### src/rtl/counter_burst_ctrl.sv
// counter_burst_ctrl: sequences clear/enable bursts for an enable-driven up-counter.
// A start clears the counter, then issues `repeats` bursts of `run_len` enables
// separated by `gap_len` idle cycles, and finishes with a one-cycle done pulse.
// Optional: define COUNTER_BURST_CTRL_TOTAL_EN to add the 16-bit en_total output.
module counter_burst_ctrl #(
  parameter int unsigned LEN_W = 8,
  parameter int unsigned REP_W = 4
) (
  input  logic             clk,
  input  logic             reset,
  input  logic             start,
  input  logic             abort,
  input  logic [LEN_W-1:0] run_len,
  input  logic [LEN_W-1:0] gap_len,
  input  logic [REP_W-1:0] repeats,
  output logic             busy,
  output logic             cnt_clr,
  output logic             cnt_en,
  output logic             done,
  output logic [REP_W-1:0] burst_idx
`ifdef COUNTER_BURST_CTRL_TOTAL_EN
  ,
  output logic [15:0]      en_total
`endif
);

  localparam int unsigned ST_W = 3;

  localparam logic [ST_W-1:0] S_IDLE = 3'd0;
  localparam logic [ST_W-1:0] S_CLR  = 3'd1;
  localparam logic [ST_W-1:0] S_RUN  = 3'd2;
  localparam logic [ST_W-1:0] S_GAP  = 3'd3;
  localparam logic [ST_W-1:0] S_DONE = 3'd4;

  logic [ST_W-1:0]  state_q, state_d;
  logic [LEN_W-1:0] run_q, run_d;
  logic [LEN_W-1:0] gap_q, gap_d;
  logic [REP_W-1:0] rep_q, rep_d;
  // Shared down-counter: remaining cycles of the current burst or gap.
  logic [LEN_W-1:0] cnt_q, cnt_d;
  logic [REP_W-1:0] idx_d;
  logic             busy_d, cnt_clr_d, cnt_en_d, done_d;

  // Next-state, counter and output decode.
  always_comb begin
    state_d   = state_q;
    run_d     = run_q;
    gap_d     = gap_q;
    rep_d     = rep_q;
    cnt_d     = cnt_q;
    idx_d     = burst_idx;

    case (state_q)
      S_IDLE: begin
        if (start && !abort) begin
          run_d   = run_len;
          gap_d   = gap_len;
          rep_d   = (repeats == '0) ? REP_W'(1) : repeats;
          idx_d   = '0;
          cnt_d   = '0;
          state_d = (run_len == '0) ? S_DONE : S_CLR;
        end
      end
      S_CLR: begin
        cnt_d   = run_q;
        state_d = S_RUN;
      end
      S_RUN: begin
        if (cnt_q == LEN_W'(1)) begin
          if (burst_idx == rep_q - REP_W'(1)) begin
            state_d = S_DONE;
          end else if (gap_q == '0) begin
            // Back-to-back bursts keep the enable continuous.
            cnt_d = run_q;
            idx_d = burst_idx + REP_W'(1);
          end else begin
            cnt_d   = gap_q;
            state_d = S_GAP;
          end
        end else begin
          cnt_d = cnt_q - LEN_W'(1);
        end
      end
      S_GAP: begin
        if (cnt_q == LEN_W'(1)) begin
          cnt_d   = run_q;
          idx_d   = burst_idx + REP_W'(1);
          state_d = S_RUN;
        end else begin
          cnt_d = cnt_q - LEN_W'(1);
        end
      end
      S_DONE: begin
        state_d = S_IDLE;
      end
      default: begin
        state_d = S_IDLE;
      end
    endcase

    // Abort from any active state returns to IDLE, burst_idx frozen.
    if (abort && (state_q != S_IDLE)) begin
      state_d = S_IDLE;
      cnt_d   = '0;
      idx_d   = burst_idx;
    end

    busy_d    = (state_d != S_IDLE);
    cnt_clr_d = (state_d == S_CLR);
    cnt_en_d  = (state_d == S_RUN);
    done_d    = (state_d == S_DONE);
  end

  // State, latched configuration and counters.
  always_ff @(posedge clk or posedge reset) begin
    if (reset) begin
      state_q <= S_IDLE;
      run_q   <= '0;
      gap_q   <= '0;
      rep_q   <= '0;
      cnt_q   <= '0;
    end else begin
      state_q <= state_d;
      run_q   <= run_d;
      gap_q   <= gap_d;
      rep_q   <= rep_d;
      cnt_q   <= cnt_d;
    end
  end

  // Registered outputs, each a decode of the state being entered.
  always_ff @(posedge clk or posedge reset) begin
    if (reset) begin
      busy      <= 1'b0;
      cnt_clr   <= 1'b0;
      cnt_en    <= 1'b0;
      done      <= 1'b0;
      burst_idx <= '0;
    end else begin
      busy      <= busy_d;
      cnt_clr   <= cnt_clr_d;
      cnt_en    <= cnt_en_d;
      done      <= done_d;
      burst_idx <= idx_d;
    end
  end

`ifdef COUNTER_BURST_CTRL_TOTAL_EN
  logic start_ok;
  assign start_ok = (state_q == S_IDLE) && start && !abort;

  // Saturating count of enable cycles since the last accepted start.
  always_ff @(posedge clk or posedge reset) begin
    if (reset) begin
      en_total <= '0;
    end else if (start_ok) begin
      en_total <= '0;
    end else if (cnt_en && (en_total != 16'hFFFF)) begin
      en_total <= en_total + 16'd1;
    end
  end
`endif

endmodule

### config.mk
export PLATFORM = sky130hd
export DESIGN_NAME = counter_burst_ctrl
export DESIGN_NICKNAME = d
export VERILOG_FILES = /design/src/rtl/counter_burst_ctrl.sv
export SDC_FILE = /design/constraint.sdc
export NUM_CORES = 1
export LEC_CHECK = 0
export CAP_MARGIN = 5
export CORE_MARGIN = 8
export CORE_UTILIZATION = 30
export DETAILED_ROUTE_END_ITERATION = 10
export PLACE_DENSITY = 0.61
export SLEW_MARGIN = 40
export SYNTH_ARGS = -nofsm -noshare
export SYNTH_HDL_FRONTEND = slang
export SYNTH_SLANG_ARGS = --single-unit
### constraint.sdc
create_clock -name clk -period 2.9 [get_ports clk]
set_clock_uncertainty 0.1 [all_clocks]
set_input_delay 0.87 -clock clk [delete_from_list [all_inputs] [get_ports clk]]
set_output_delay 0.87 -clock clk [all_outputs]
set_load 0.01 [all_outputs]
## Yosys cells after proc, flatten, opt, wreduce, memory -nomap -nowiden

Index checks and enable logic that the tools add are counted.
W data, S select, Z words.

| word-level totals | value |
|---|---|
| flip-flop bits (word level) | 39 |
| bits in latches | 0 |
| bits in writable memories | 0 |
| bits in read-only memories | 0 |
| output and inout bits | 8 |
| logic and storage cells | 65 |
| memories | 0 |

| operators by class | value |
|---|---|
| add/sub/neg operators | 3 |
| $mul | 0 |
| div/mod/pow operators | 0 |
| magnitude comparators | 0 |
| equal/unequal tests | 15 |
| shift operators | 0 |
| muxes and demuxes | 22 |
| bitwise gates (word level) | 1 |
| reduce and logical (&&, ||, !) cells | 14 |

Operators with widths:

| operator | count |
|---|---|
| $mux W8 | 6 |
| $pmux W8 S4 | 1 |
| $mux W4 | 6 |
| $mux W3 | 7 |
| $logic_not A8 Y1 | 2 |
| $pmux W3 S4 | 1 |
| $pmux W4 S3 | 1 |
| $ne A2 B2 Y1 const B | 5 |
| $eq A3 B2 Y1 const B | 3 |
| $reduce_bool A3 Y1 | 3 |
| $eq A8 B1 Y1 const B | 1 |
| $sub A8 B1 Y8 const B | 1 |
| $reduce_and A7 Y1 | 1 |
| $eq A3 B1 Y1 const B | 2 |
| $reduce_bool A5 Y1 | 1 |
| $add A4 B1 Y4 const B | 1 |
| $eq A4 B4 Y1 | 1 |
| $logic_not A4 Y1 | 1 |
| $ne A4 B4 Y1 const B | 1 |
| $sub A4 B1 Y4 const B | 1 |
| $eq A3 B3 Y1 const B | 1 |
| $logic_not A3 Y1 | 1 |
| $ne A3 B3 Y1 const B | 1 |
| $reduce_and A3 Y1 | 1 |
| other kinds (4) | 5 |

## Logic depth before layout (Yosys ltp)

Gate-level depths: netlist of the first run.

| logic depth | value |
|---|---|
| depth in word-level cells | 7 |
| depth in mapped cells | 8 |
| gate-level depth less buffers | 7 |

## Worst setup path after synthesis of the first run

OpenSTA, ideal clock, no wires.

| path | value |
|---|---|
| path type | flip-flop to flip-flop |
| start point | register rep_q[0] |
| end point | register cnt_q[4] |
| arrival time | 1.983 ns |
| required time | 2.672 ns |
| setup slack | 0.689 ns |
| stages on the path, launching flop included | 9 |
| buffers on the path | 1 |
| period minus slack after synthesis | 2.211 ns |
| path through | dfrtp_1 -> inv_1 -> ha_1 -> xor2_1 -> nand3_1 -> or4_4 -> nand2b_2 -> buf_6 -> mux2_1 |

| between the ends | value |
|---|---|
| longest elaborated chain between the ends | 4 |

RTL lines:

| what | RTL line | source |
|---|---|---|
| from (decl) | 38 | `logic [REP_W-1:0] rep_q, rep_d;` |
| from (signal assigned) | 126 | `rep_q <= rep_d;` |
| $sub A4 B1 Y4 | 70 | `if (burst_idx == rep_q - REP_W'(1)) begin` |
| $eq A4 B4 Y1 | 70 |  |
| $ne A4 B4 Y1 (no line) | - |  |
| $reduce_and A3 Y1 (no line) | - |  |
| to (signal assigned) | 127 | `cnt_q <= cnt_d;` |
| to (decl) | 40 | `logic [LEN_W-1:0] cnt_q, cnt_d;` |

No other way between the ends.
A chain may end at the register's enable or synchronous reset.

## Worst setup path in the final report of the first run

| path | value |
|---|---|
| start point | register cnt_q[1] |
| end point | register state_q[0] |

| between the ends | value |
|---|---|
| longest elaborated chain between the ends | 4 |
| elaborated cells between the ends (all ways) | 5 |
| classes of those cells | 1 x eq/ne; 4 x mux |

RTL lines:

| what | RTL line | source |
|---|---|---|
| $eq A8 B1 Y1 (*) | 69, 85 |  |
| $mux W3 (on tied branches) | 85, 69 |  |
| $pmux W3 S4 (*) | 53 | `case (state_q)` |
| $mux W3 (*) | 102 | `if (abort && (state_q != S_IDLE)) begin` |
| net state_d[0] | 35 | `logic [ST_W-1:0] state_q, state_d;` |
| to (signal assigned) | 123 | `state_q <= state_d;` |
| to (decl) | 35 |  |

The timed path passes the listed nets; every way through them passes the cells marked *.

==> results.toml, run 1 <==
[drt]
drt-wirelength-per-cell_um = 15.4
drc_errors = 0
drtIter0Drc = 177
vias_per_cell = 5.11
wl_mm = 6.19
vias = 2050
dr.pass1.iters = 5
final_antenna_net_count = 0

[synth]
yosysTopAreaCell = "dfrtp_1"
syn_inst = 261
yosysMostFrequentCell = "nand2_1"
synthFlopType = "dfrtp_1"
synth_nets = 289
syn-cell-area_um2 = 2350
synthTopCellsByArea = "dfrtp_1, nand2_1, o21ai_0, buf_6, a21oi_1"
ys_top_cells_by_count = "nand2_1, dfrtp_1, o21ai_0"
synth_top_area_share_pct = 41.5
synth_edf_count = 0
synth-seq-cells = 39
yosys_warnings = 0
synth-seq-area-share_pct = 41.5
ys_types = 59
synth_area_per_cell_um2 = 9.00
async_flop_share_pct = 100

[setup_path]
cp_max_fo = 11
cp.arrival_ns = 2.62
regToRegSetupSlack_ns = 0.40
cp-start-kind = "register"
crit_required_ns = 3.03
critical_path_class = "register to register"
crit_path_end_kind = "register"

[clock_network]
cts_resized = 0
cts.sinks = 39
clkTransAtPathRegs_ns = 0.09
cts_root_buf = "clkbuf_8"
cts_buffers = 5
htree_levels = 2
cts_tree = "built"
clockBufferDepth = 2
clk_latency_ns = 0.29
hold_buffers = 0
cts_setup_buffers = 0

[floorplanning]
ios = 32
rows = 32
fp.dieW_um = 105
fp.dieArea_um2 = 10900
initial_core_util_pct = 30.7
coreArea_um2 = 7650
die_h_um = 105

[worst_hold_path]
min_path_type = "register to register"

[sta]
max_clock_freq_mhz = 401
finalCriticalPeriod_ns = 2.50
period_share_pct = 86.1
setup_viol = 0
rsz0062_at_grt = "no"
tightest_slew_ns = 0.579
slew_viol_final = 0
slew-limit-headroom_pct = 60.9
finalHoldViolCount = 0
setup_tns_ns = 0

[global_route]
first_global_vias = 2049
antenna_found_initial = 0
overflow = 0
grt_use_met1_pct = 15.0
grt_max_degree = 40
busiest_layer = "met2"
grt_pass1_wl_mm = 10.5
grt_usage_pct = 11.5
use_met3_pct = 2.48
met2_usage_pct = 18.5

[place]
dpl.hpwl_mm = 4.64
place_congestion = 0.827
place_inst = 393
portBuffers = 31

[power_and_ir_drop]
clockPowerShare_pct = 29.6
p_int_uw = 1240
fin_total_pwr_uw = 1880
vdd_ir_drop_max_uv = 283
p_sw_share_pct = 33.7
combPwrFrac_pct = 30.0
power_density_nw_per_um2 = 642
p_seq_share_pct = 40.4
switching_power_uw = 632
leakage_uw = 0.00125

[finish]
finalNetCount = 326
area_delta_synth_final_pct = 24.4
drive_gt1_share_pct = 11.4
finalNonFillerCells = 401
antenna_cells = 0
fillers = 776

[flow_run]
drv_cap = 0

[outcome]
status = "complete, no violations"
## placed cells by master (no fill, tap or decap), types with 4 or more instances in the layout
cell type / n
nor2_1: 11
nand3_1: 6
buf_4: 12
dfrtp_1: 39
nand2_1: 64
o21ai_0: 19
ha_1: 4
or4_1: 4
clkbuf_8: 5
inv_1: 7
xor2_1: 4
nor3_1: 4
nor4_1: 4
clkdlybuf4s50_1: 31
a21oi_1: 10
## cell type report
| type | count | area [um^2] | area share [%] |
|---|---|---|---|
| clock buffer | 5 | 68.8 | 2.35 |
| inverter | 7 | 26.3 | 0.899 |
| multi-input combinational | 202 | 1260 | 43.0 |
| sequential | 39 | 976 | 33.4 |
| tap | 102 | 128 | 4.37 |
| clock inverter | 3 | 67.6 | 2.31 |
| timing repair buffer | 43 | 400 | 13.7 |
## critical path, stage by stage (launching register included)
cell     delay (ns)
dfrtp_1        0.45
inv_1          0.12
ha_1           0.17
nor4b_4        0.37
nand2_1        0.35
o41ai_1        0.64
and2_1         0.22
## registers in the layout (all words and copies together) (netlist names)
name and count:
burst_idx 4, busy 1, cnt_clr 1, cnt_en 1, cnt_q 8, done 1, gap_q 8, rep_q 4
run_q 8, state_q 3
## kinds of logic after synthesis
| group | Yosys count | share of synthesized area (%) |
|---|---|---|
| multiplexers | 2 | 0.905 |
| AND/OR/NAND/NOR | 118 | 25.8 |
| AO/OA/AOI/OAI | 71 | 21.5 |
| XOR/XNOR | 7 | 3.19 |
| flip-flops | 39 | 41.5 |
| adder cells (fa/ha/maj) | 4 | 2.13 |
| buffers and inverters | 20 | 5.01 |
## power by group through the flow
| stage | logic, uW | registers [uW] | clock network (uW) |
|---|---|---|---|
| after global routing | 628 | 773 | 588 |
| after floorplan | 406 | 730 | 0 |
| final | 563 | 757 | 554 |
| after detailed placement | 558 | 766 | 0 |
| after global placement | 551 | 764 | 0 |
| after CTS | 562 | 756 | 561 |
## per-layer routing
metal	part of all wire [%]	vias to the layer above
li1	-	1014
met1	47	948
met2	47	82
met3	4.6	6
met4	1.3	0
met5	0	-
## per-stage QoR
| step | cell area [um^2] | utilization, % | hold slack, ns | worst slack, ns |
|---|---|---|---|---|
| 5_1_grt | 2920 | 38.2 | 0.446 | 0.292 |
| 6_report | 2920 | 38.2 | 0.421 | 0.403 |
| 3_5_place_dp | 2790 | 36.4 | 0.401 | 0.184 |
| 3_3_place_gp | 2790 | 36.4 | 0.384 | 0.180 |
| 2_1_floorplan | 2350 | - | 0.352 | 0.689 |
| 4_1_cts | 2920 | 38.2 | 0.421 | 0.474 |
## path summary, 6_finish.rpt
path                       depth (start not counted)  startpoint          to
min                                                2    rep_q[3]    rep_q[3]
min in group asynchronous                          3       reset    cnt_q[5]
max                                                6    cnt_q[1]  state_q[0]
min reg2reg                                        2    rep_q[3]    rep_q[3]
max in group asynchronous                          3       reset    cnt_q[6]
max reg2reg                                        6    cnt_q[1]  state_q[0]
(Power assumes the default switching activity.)
==> inputs of run 2 (changes only) <==
--- a/config.mk
+++ b/config.mk
@@ -9,7 +9,7 @@
 export CORE_MARGIN = 8
 export CORE_UTILIZATION = 30
 export DETAILED_ROUTE_END_ITERATION = 10
-export PLACE_DENSITY = 0.61
+export PLACE_DENSITY = 0.52
 export SLEW_MARGIN = 40
 export SYNTH_ARGS = -nofsm -noshare
 export SYNTH_HDL_FRONTEND = slang
==> run 2 against run 1 <==
  * Global-route usage rose by 0.55 points
  * Largest cell class unchanged
  * Wire length up 2.6%
  * Critical path depth unchanged
  * First-iteration DRC count fell by 8.5%
  * Clock-buffer cell count up 1
  * Sequential share of layout area rose by 0.30 points
  * Sequential power up 0.8%
  * Critical path type unchanged
  * Final cell count fell by 0.25%
  * Maximum frequency up 1.5%
  * Power down 3.7%
==> results.toml, run 2 (synthesis results as in run 1) <==
[clock_network]
cts_tree = "built"
clkTransAtPathRegs_ns = 0.09
cts.sinks = 39
htree_levels = 2
hold_buffers = 0
clockBufferDepth = 2
cts_buffers = 5
cts_root_buf = "clkbuf_8"
clk_latency_ns = 0.30
cts_setup_buffers = 0
cts_resized = 0

[finish]
final_common_cell = "nand2_1"
finalNetCount = 325
finish.utilization_pct = 37.9
reg_top3 = "cnt_q x8, gap_q x8, run_q x8"
design_area_um2 = 2900
drive_gt1_share_pct = 11.1
area_delta_synth_final_pct = 23.3
antenna_cells = 0
mostFrequentLayoutCells = "nand2_1, dfrtp_1, clkdlybuf4s50_1"

[setup_path]
cp.arrival_ns = 2.59
cp-start-kind = "register"
regToRegSetupSlack_ns = 0.44
cp_max_fo = 11
crit_required_ns = 3.03
reg2reg_depth = 6
critical_path_class = "register to register"
r2r-end = "state_q[0]"
crit_path_end_kind = "register"
r2r_start = "cnt_q[1]"

[place]
dpl.hpwl_mm = 4.69
portBuffers = 31
place_congestion = 0.830
placed_cell_area_um2 = 2780

[power_and_ir_drop]
power_density_nw_per_um2 = 623
vdd_ir_drop_max_uv = 284
leakage_uw = 0.00124
fin_total_pwr_uw = 1810

[floorplanning]
rows = 32
die_h_um = 105
coreArea_um2 = 7650
fp.dieArea_um2 = 10900
initial_core_util_pct = 30.7
fp.dieW_um = 105
ios = 32

[outcome]
status = "complete, no violations"

[global_route]
busiest_layer = "met2"
use_met3_pct = 2.54
met2_usage_pct = 18.8
first_global_vias = 2176
grt_max_degree = 40
antenna_found_initial = 0
grt_pass1_wl_mm = 10.9
grt_usage_pct = 12.0
grt_use_met1_pct = 16.0
overflow = 0

[drt]
final_antenna_net_count = 0
drt-wirelength-per-cell_um = 15.9
drtIter0Drc = 162
wl_mm = 6.35
dr.pass1.iters = 4
vias = 2051
vias_per_cell = 5.13
drc_errors = 0

[flow_run]
drv_cap = 0

[sta]
finalCriticalPeriod_ns = 2.46
slew_viol_final = 0
finalHoldViolCount = 0
max_clock_freq_mhz = 407
period_share_pct = 84.8
setup_tns_ns = 0
rsz0062_at_grt = "no"
setup_viol = 0
tightest_slew_ns = 0.604
hold-worst-slack_ns = 0.414
slew-limit-headroom_pct = 59.6

[worst_hold_path]
whs_path_depth = 2
min_path_type = "register to register"
min_from = "rep_q[3]"
min_delay_worst_endpoint = "rep_q[3]"
[run 2: cell count changes in the layout (fill, tap and decap cells not counted), sizes merged]
cell / before / now
clkinv: 0 / 1
bufinv: 2 / 1
clkbuf: 5 / 6
clkinvlp: 1 / 0
buf: 12 / 11
[run 2: critical path: stages (launching register included)]
cell     delay [ns]
dfrtp_1        0.45
inv_1          0.11
ha_1           0.18
nor4b_4        0.39
nand2_1        0.36
o41ai_1        0.60
and2_1         0.20
[run 2: layout make-up]
class / instances / area [um^2]
timing repair buffer: 42 / 393
fill: 784 / 4750
multi-input combinational: 202 / 1260
sequential: 39 / 976
clock buffer: 6 / 82.6
inverter: 7 / 26.3
clock inverter: 2 / 35.0
tap: 102 / 128
[run 2: layer usage]
metal  part of all wire (%)  up-vias
met5                      0        -
met2                     44       55
met1                     50      975
met4                    1.5        0
met3                    4.4        7
li1                       -     1014
[run 2: worst max path at each step]
stage                         from    endpoint  slack, ns  cells past startpoint
after CTS                 cnt_q[1]  state_q[0]       0.46                      6
after floorplan           rep_q[0]    cnt_q[4]       0.69                      8
final                     cnt_q[1]  state_q[0]       0.44                      6
after global placement       abort    cnt_q[4]       0.17                      5
after detailed placement     abort    cnt_q[4]       0.20                      5
after global routing      cnt_q[1]  state_q[0]       0.32                      6
[run 2: metrics by stage]
stage                     worst slack [ns]  instances
after floorplan                      0.689        261
after global placement               0.167        392
after detailed placement             0.204        392
after CTS                            0.461        400
after global routing                 0.321        400
final                                0.440        400
[run 2: report_power, final]
| part | switching [uW] | total, uW | internal [uW] |
|---|---|---|---|
| registers | 120 | 763 | 642 |
| logic | 304 | 560 | 256 |
| clock network | 204 | 483 | 279 |
| total | 629 | 1810 | 1180 |
==> inputs of run 3 (changes only) <==
--- a/config.mk
+++ b/config.mk
@@ -9,7 +9,7 @@
 export CORE_MARGIN = 8
 export CORE_UTILIZATION = 30
 export DETAILED_ROUTE_END_ITERATION = 10
-export PLACE_DENSITY = 0.52
+export PLACE_DENSITY = 0.54
 export SLEW_MARGIN = 40
 export SYNTH_ARGS = -nofsm -noshare
 export SYNTH_HDL_FRONTEND = slang
==> constraint.sdc (replaced) <==
create_clock -name clk -period 2.25 [get_ports clk]
set_clock_uncertainty 0.1 [all_clocks]
set_input_delay 0.675 -clock clk [delete_from_list [all_inputs] [get_ports clk]]
set_output_delay 0.675 -clock clk [all_outputs]
set_load 0.01 [all_outputs]
==> run 3 against run 2 <==
  * Final area up 13%
  * First-iteration DRC count down 34%
  * Final cell count up 8.3%
  * Sequential share of layout area down 3.8 points
  * Clock-buffer cell count down 1
  * Largest cell class unchanged
  * Largest power group unchanged
==> results.toml, run 3 (synthesis results as in run 1) <==
[flow_run]
drv_cap = 0

[power_and_ir_drop]
vdd_ir_drop_max_uv = 324
leakage_uw = 0.00147
power_density_nw_per_um2 = 790

[global_route]
antenna_found_initial = 0
first_global_vias = 2335
overflow = 0
grt_max_degree = 40
grt_usage_pct = 12.5
grt_pass1_wl_mm = 11.3

[place]
portBuffers = 31
dpl.hpwl_mm = 5.03
dpl_worst_slack_ns = -0.288
place_congestion = 0.847

[clock_network]
cts.sinks = 39
cts_tree = "built"
hold_buffers = 0
clockBufferDepth = 2
cts_root_buf = "clkbuf_8"
clk_latency_ns = 0.30
htree_levels = 2
clkTransAtPathRegs_ns = 0.08
cts_buffers = 5

[drt]
vias = 2183
drt-wirelength-per-cell_um = 15.5
vias_per_cell = 5.04
wl_mm = 6.72
drtIter0Drc = 107
drc_errors = 0
final_antenna_net_count = 0
dr.pass1.iters = 4

[sta]
period_share_pct = 99.2
finalHoldViolCount = 0
max_clock_freq_mhz = 448
setup_viol = 0
hold-worst-slack_ns = 0.418
slew_viol_final = 0
finalCriticalPeriod_ns = 2.23
tightest_slew_ns = 0.459
layout_setup_ws_ns = 0.0179
slew-limit-headroom_pct = 69.2

[setup_path]
critical_path_class = "primary input to register"
cp-start-kind = "primary input"
regToRegSetupSlack_ns = 0.09
crit_start = "abort"
cp_num_buf_inv = 2
cp_cell_sequence = "clkdlybuf4s50_1 -> buf_4 -> nor2b_1 -> nand3_1 -> a32oi_2 -> o41ai_4 -> a211o_1"
cp_max_fo = 5
cp-endpoint = "busy"
crit_required_ns = 2.33
reg2reg_depth = 8
max_stage_delay_ns = 0.43
crit_path_end_kind = "register"
cp.arrival_ns = 2.32
path_depth = 7
r2r-end = "cnt_q[4]"
crit_slowest_cell = "clkdlybuf4s50_1"
r2r_start = "cnt_q[1]"
crit_family = "compound AO/OA/AOI/OAI gates"

[floorplanning]
coreArea_um2 = 7650
die_h_um = 105
initial_core_util_pct = 30.7
ios = 32
fp.dieW_um = 105
rows = 32
fp.dieArea_um2 = 10900

[worst_hold_path]
min_path_type = "register to register"

[finish]
fillers = 753
reg_top3 = "cnt_q x8, gap_q x8, run_q x8"
final_common_cell = "nand2_1"
finalNetCount = 358
multi_input_area_um2 = 1340
mostFrequentLayoutCells = "nand2_1, buf_4, dfrtp_1"
antenna_cells = 0
area_delta_synth_final_pct = 39.1
regArea_um2 = 976
drive_gt1_share_pct = 24.2

[outcome]
status = "complete, no violations"
[run 3: how the worst min path moves through the flow]
stage          startpoint       end  slack, ns  cells past startpoint
5_1_grt          rep_q[2]  rep_q[2]       0.45                      2
3_3_place_gp     rep_q[3]  rep_q[3]       0.39                      2
3_5_place_dp     rep_q[2]  rep_q[2]       0.40                      2
6_report         rep_q[2]  rep_q[2]       0.42                      2
4_1_cts          run_q[1]  run_q[1]       0.42                      2
2_1_floorplan    gap_q[1]  gap_q[1]       0.35                      2
[run 3: power breakdown]
| part | switching [uW] | leakage (uW) | internal [uW] | total [uW] |
|---|---|---|---|---|
| registers | 127 | 0.000508 | 827 | 955 |
| clock network | 265 | 0.0000644 | 442 | 707 |
| logic | 471 | 0.000900 | 450 | 921 |
[run 3: repair_timing]
item,in CTS,in global routing
setup endpoints to repair,0,16
gates resized for setup,0,20
setup buffers,0,4
[run 3: cell type report]
| cell class | count | share of cell area (%) |
|---|---|---|
| clock buffers | 5 | 2.11 |
| clock inverters | 3 | 2.07 |
| inverters | 7 | 0.804 |
| multi-input cells | 202 | 40.9 |
| flip-flops and latches | 39 | 29.9 |
| repair buffers | 75 | 20.3 |
| well taps | 102 | 3.91 |
[run 3: through the flow]
| step | util [%] | instance area (um^2) | total power [uW] | setup TNS [ns] | std cells |
|---|---|---|---|---|---|
| floorplan | - | 2350 | 1460 | 0 | 261 |
| global placement | 39.3 | 3010 | 1810 | -2.37 | 421 |
| detailed placement | 39.3 | 3010 | 1810 | -2.54 | 421 |
| CTS | 41.1 | 3150 | 2530 | 0 | 429 |
| global route | 42.7 | 3270 | 2740 | -0.0372 | 433 |
| finish | 42.7 | 3270 | 2580 | 0 | 433 |
[run 3: worst reg2reg max path, delay by kind of cell (launching register included)]
family                   cells  cell delay, ns
flip-flops                   1            0.39
adder cells (fa/ha/maj)      1            0.16
AND/OR/NAND/NOR              4            0.83
buffers and inverters        2            0.24
multiplexers                 1            0.31
[run 3: layer usage]
layer | global-route usage [%] | vias up | routed length (um)
met5 | 0 | - | 0
met4 | 4.65 | 0 | 139
met3 | 3.59 | 10 | 290
met2 | 19.9 | 40 | 3100
met1 | 15.7 | 1051 | 3190
li1 | - | 1082 | -
